--- src/rtl/gray_pkg.sv ---
// Shared helpers for the Gray-code counter family: width limits and
// binary/Gray conversion functions sized for the widest legal counter.
package gray_pkg;

  // Widest counter supported; narrower counters zero-extend into these helpers.
  localparam int GRAY_MAX_W = 16;
  localparam int GRAY_MIN_W = 2;

  typedef logic [GRAY_MAX_W-1:0] gray_word_t;

  // Binary to Gray: each bit is the XOR of itself and its upper neighbour.
  function automatic gray_word_t bin2gray(input gray_word_t b);
    return b ^ (b >> 1);
  endfunction

  // Gray to binary: each binary bit is the XOR of all Gray bits at or above it.
  // Zero-extended upper bits leave the result correct for any narrower width.
  function automatic gray_word_t gray2bin(input gray_word_t g);
    gray_word_t b;
    b = '0;
    b[GRAY_MAX_W-1] = g[GRAY_MAX_W-1];
    for (int i = GRAY_MAX_W-2; i >= 0; i--) begin
      b[i] = b[i+1] ^ g[i];
    end
    return b;
  endfunction

  // Terminal count (all ones) for a given width.
  function automatic gray_word_t max_count(input int width);
    gray_word_t m;
    m = '0;
    for (int i = 0; i < GRAY_MAX_W; i++) begin
      if (i < width) m[i] = 1'b1;
    end
    return m;
  endfunction

endpackage

--- src/rtl/gray_encode.sv ---
// Pure combinational binary-to-Gray encoder of parameterised width.
module gray_encode
  import gray_pkg::*;
#(
  parameter int WIDTH = 3
) (
  input  logic [WIDTH-1:0] i_bin,
  output logic [WIDTH-1:0] o_gray
);

  // The MSB passes straight through; every lower bit XORs with its upper neighbour.
  assign o_gray[WIDTH-1] = i_bin[WIDTH-1];

  genvar gi;
  generate
    for (gi = 0; gi < WIDTH-1; gi++) begin : g_bit
      assign o_gray[gi] = i_bin[gi] ^ i_bin[gi+1];
    end
  endgenerate

endmodule

--- src/rtl/gray_counter_n.sv ---
// Parameterised up/down Gray-code counter with synchronous load, wrap or
// saturate at terminal count, sticky overflow/underflow flags and a
// one-cycle wrap strobe. The count is held in binary; Gray is derived
// combinationally so Output changes with zero latency after the edge.
module gray_counter_n
  import gray_pkg::*;
#(
  parameter int WIDTH    = 3,  // legal range 2..16
  parameter bit SATURATE = 1'b0
) (
  input  logic             Clk,
  input  logic             Reset,
  input  logic             En,
  input  logic             Up,
  input  logic             Load,
  input  logic [WIDTH-1:0] LoadVal,
  input  logic             FlagClr,
  output logic [WIDTH-1:0] Output,
  output logic [WIDTH-1:0] BinOut,
  output logic             Overflow,
  output logic             Underflow,
  output logic             Wrap
);

  localparam logic [WIDTH-1:0] MAX = {WIDTH{1'b1}};

  logic [WIDTH-1:0] r_count;
  logic             r_overflow;
  logic             r_underflow;
  logic             r_wrap;

  logic [WIDTH-1:0] w_count_next;
  logic             w_at_max;
  logic             w_at_zero;
  logic             w_step_up;
  logic             w_step_dn;
  logic             w_ovf_event;
  logic             w_unf_event;

  assign w_at_max  = (r_count == MAX);
  assign w_at_zero = (r_count == '0);

  // Load overrides counting, so a step only happens when no load is pending.
  assign w_step_up = En && !Load && Up;
  assign w_step_dn = En && !Load && !Up;

  // Terminal-count attempts raise the flags and the wrap strobe in both modes.
  assign w_ovf_event = w_step_up && w_at_max;
  assign w_unf_event = w_step_dn && w_at_zero;

  // Next-count mux: load, then step with wrap or saturate at the ends, else hold.
  always_comb begin
    w_count_next = r_count;
    if (Load) begin
      w_count_next = LoadVal;
    end else if (w_step_up) begin
      if (w_at_max) w_count_next = SATURATE ? MAX : '0;
      else          w_count_next = r_count + 1'b1;
    end else if (w_step_dn) begin
      if (w_at_zero) w_count_next = SATURATE ? '0 : MAX;
      else           w_count_next = r_count - 1'b1;
    end
  end

  // Count, sticky flags and wrap strobe; a set event beats a same-cycle clear.
  always_ff @(posedge Clk) begin
    if (Reset) begin
      r_count     <= '0;
      r_overflow  <= 1'b0;
      r_underflow <= 1'b0;
      r_wrap      <= 1'b0;
    end else begin
      r_count     <= w_count_next;
      r_overflow  <= w_ovf_event | (r_overflow  & ~FlagClr);
      r_underflow <= w_unf_event | (r_underflow & ~FlagClr);
      r_wrap      <= w_ovf_event | w_unf_event;
    end
  end

  gray_encode #(
    .WIDTH (WIDTH)
  ) u_gray_encode (
    .i_bin  (r_count),
    .o_gray (Output)
  );

  assign BinOut    = r_count;
  assign Overflow  = r_overflow;
  assign Underflow = r_underflow;
  assign Wrap      = r_wrap;

endmodule

--- config.mk ---
export PLATFORM = sky130hd
export DESIGN_NAME = gray_counter_n
export DESIGN_NICKNAME = d
export VERILOG_FILES = /design/src/rtl/gray_pkg.sv /design/src/rtl/gray_encode.sv /design/src/rtl/gray_counter_n.sv
export SDC_FILE = /design/constraint.sdc
export NUM_CORES = 1
export LEC_CHECK = 0
export ABC_AREA = 1
export CORE_AREA = 5 5 42 44
export DETAILED_ROUTE_END_ITERATION = 7
export DIE_AREA = 0 0 47 49
export PLACE_DENSITY = 0.64
export SYNTH_ARGS = -nofsm -noshare
export SYNTH_HDL_FRONTEND = slang
export SYNTH_SLANG_ARGS = --single-unit
--- constraint.sdc ---
create_clock -name Clk -period 1.4 [get_ports Clk]
set_clock_uncertainty 0.05 [all_clocks]
set_input_delay 0.14 -clock Clk [delete_from_list [all_inputs] [get_ports Clk]]
set_output_delay 0.14 -clock Clk [all_outputs]
set_load 0.05 [all_outputs]
==> results.yml <==
outcome:
  status: "finished clean"
synth:
  synth_ff_type: "dfxtp_1"
  ys_seq_area_share_pct: 28.4
  synthDistinctLibCells: 17
  synth-seq-cells: 6
  yosys-top-cells-count: "nand2_1 (13), inv_1 (11), nand3_1 (8)"
  synth_top_area_share_pct: 28.4
  ys_top_cells_by_area: "dfxtp_1 (28%), ha_1 (12%), nand2_1 (12%), inv_1 (9.8%), nand3_1 (9.5%)"
  yosysTopAreaCell: "dfxtp_1"
  yosysMostFrequentCell: "nand2_1"
  async_reset_ff_share_pct: 0
  avgSynthCellArea_sq_um: 6.82
  netlist_area_sq_um: 423
  synthCells: 62
  synth-edff-count: 0
  syn_nets: 75
  ys.warnings.count: 0
worst_setup_path:
  crit_buf_inv: 2
  crit_path_max_fanout: 5
  end_kind: "output pin"
  start_kind: "flip-flop"
  cp_top_family: "flip-flops"
  max_stage_delay_ns: 0.38
  rr_worst_depth: 9
  worst_ep_arrival_time_ns: 1.15
  path_cells: "inv_1, ha_4, buf_12"
  worstSetupPathType: "reg -> out"
  crit_slowest_cell: "dfxtp_4"
  crit_required_ns: 1.21
  cp.depth: 3
sta:
  fin_crit_ns: 1.34
  tightestPinTransition_ns: 0.259
  slew_viol_final: 0
  setup_ws_ns: 0.0645
  grt_setup_unrepaired: "no"
  setup_violations: 0
  fin_crit_sh_pct: 95.4
  hold_ws_ns: 0.449
  slew_headroom_pct: 82.7
  tns_ns: 0
  fmax_mhz: 749
  hold_viol_final: 0
drt:
  vias_per_cell: 4.45
  routed_wl_um: 1050
  drt_iter0_drc: 6
  ant_nets: 0
  vias: 458
  wl_per_cell_um: 10.2
  dr.pass1.iters: 4
  drc: 0
job:
  drv_cap: 0
final_layout:
  stdcell_area_sq_um: 791
  stdcell_count: 103
  area_delta_synth_final_pct: 87.0
  drive_gt1_share_pct: 31.0
  final_nets: 101
  diodes: 0
  final_util_pct: 56.4
place:
  dp.cells: 97
  dp_hpwl_um: 864
  gp_congestion: 0.855
  io_buffers: 17
  placed_area_sq_um: 747
  place_ws_ns: -0.0618
power_and_ir_drop:
  power.total_uw: 698
  power.switching_uw: 250
  swShare_pct: 35.8
  peakVddDrop_mv: 0.424
  p_per_area_mw_per_mm2: 883
  p_seq_share_pct: 28.2
  leakage_nw: 0.373
  combPwrFrac_pct: 46.2
  clkPwrFrac_pct: 25.5
  p_int_uw: 449
global_routing:
  grt_pass1_vias: 433
  grt_antenna_before_repair: 0
  grt_max_degree: 7
  grt-ovfl-total: 0
  grtUsageTotal_pct: 10.8
  grt_pass1_wl_um: 1770
die:
  die-area_sq_mm: 0.00230
  fp.coreArea_sq_mm: 0.00140
  io_pins: 18
  die_h_um: 49
  rows: 14
  die_w_um: 47
  start_util_pct: 30.2
clocking:
  clkLatencyLatePin_ns: 0.25
  cts_made_buffers: 3
  cts_root_buf: "clkbuf_4"
  clock_path_buffers: 2
  hold_buffers: 0
  clk_pin_slew_ns: 0.05
  cts_tree: "done"
  htreeDepth: 1
  clock_sinks: 6
worst_hold_path:
  hold_path.class: "reg -> reg"
  whs_path_depth: 2
==> registers in the layout, summed over array words and instances (netlist names) <==
name / flops
Wrap: 1
Overflow: 1
BinOut: 3
Underflow: 1
==> repair_timing <==
action / 4_1_cts / 5_1_grt
gates resized for setup: 0 / 2
buffers inserted: 0 / 2
setup endpoints to repair: 0 / 3
==> final timing paths <==
kind / end / start / slack (ns)
setup / recovery: Output[0] / BinOut[0] / 0.06
hold / removal: Overflow / Overflow / 0.45
setup reg to reg: BinOut[1] / BinOut[0] / 0.10
hold reg to reg: Overflow / Overflow / 0.45
==> layout by cell type, fill, tap and decap left out, drive strengths merged, types with 4 or more instances in the layout <==
cell	count
nand2	14
buf	14
inv	12
nand3	9
clkdlybuf4s50	8
a21oi	6
dfxtp	6
nor2	5
ha	4
clkbuf	4
==> power by group through the flow <==
stage	registers, mW	logic, mW	clock network (mW)
after global routing	0.198	0.345	0.202
after detailed placement	0.205	0.312	0
after global placement	0.205	0.308	0
after floorplan	0.230	0.140	0
final	0.197	0.323	0.178
after CTS	0.203	0.312	0.179
==> logic make-up (layout without fill, tap and decap cells) <==
| group | after synthesis | count (layout) | share of synthesized area (%) |
|---|---|---|---|
| adder cells (fa/ha/maj) | 4 | 4 | 11.8 |
| flip-flops | 6 | 6 | 28.4 |
| XOR/XNOR | 2 | 2 | 4.14 |
| AND/OR/NAND/NOR | 28 | 28 | 31.1 |
| AO/OA/AOI/OAI | 9 | 9 | 12.1 |
| buffers and inverters | 13 | 38 | 12.4 |
==> worst min-delay path, cell delays in order, from the launching register on <==
cell and delay [ns]:
dfxtp_1 0.33, nand2_1 0.07, a21oi_1 0.05
==> routing by layer <==
layer / GRT usage, % / routed length (um) / vias up
met5: 0 / 0 / -
met1: 13.0 / 447 / 195
met3: 4.06 / 74 / 0
met2: 15.4 / 525 / 16
met4: 6.91 / 0 / 0
li1: - / - / 247
==> cell type report <==
| class | instances | area, sq um |
|---|---|---|
| inverters | 12 | 45.0 |
| fillers | 143 | 611 |
| well taps | 16 | 20.0 |
| repair buffers | 22 | 298 |
| flip-flops and latches | 6 | 131 |
| multi-input cells | 43 | 270 |
| clock buffers | 4 | 26.3 |
(Power assumes the default switching activity.)
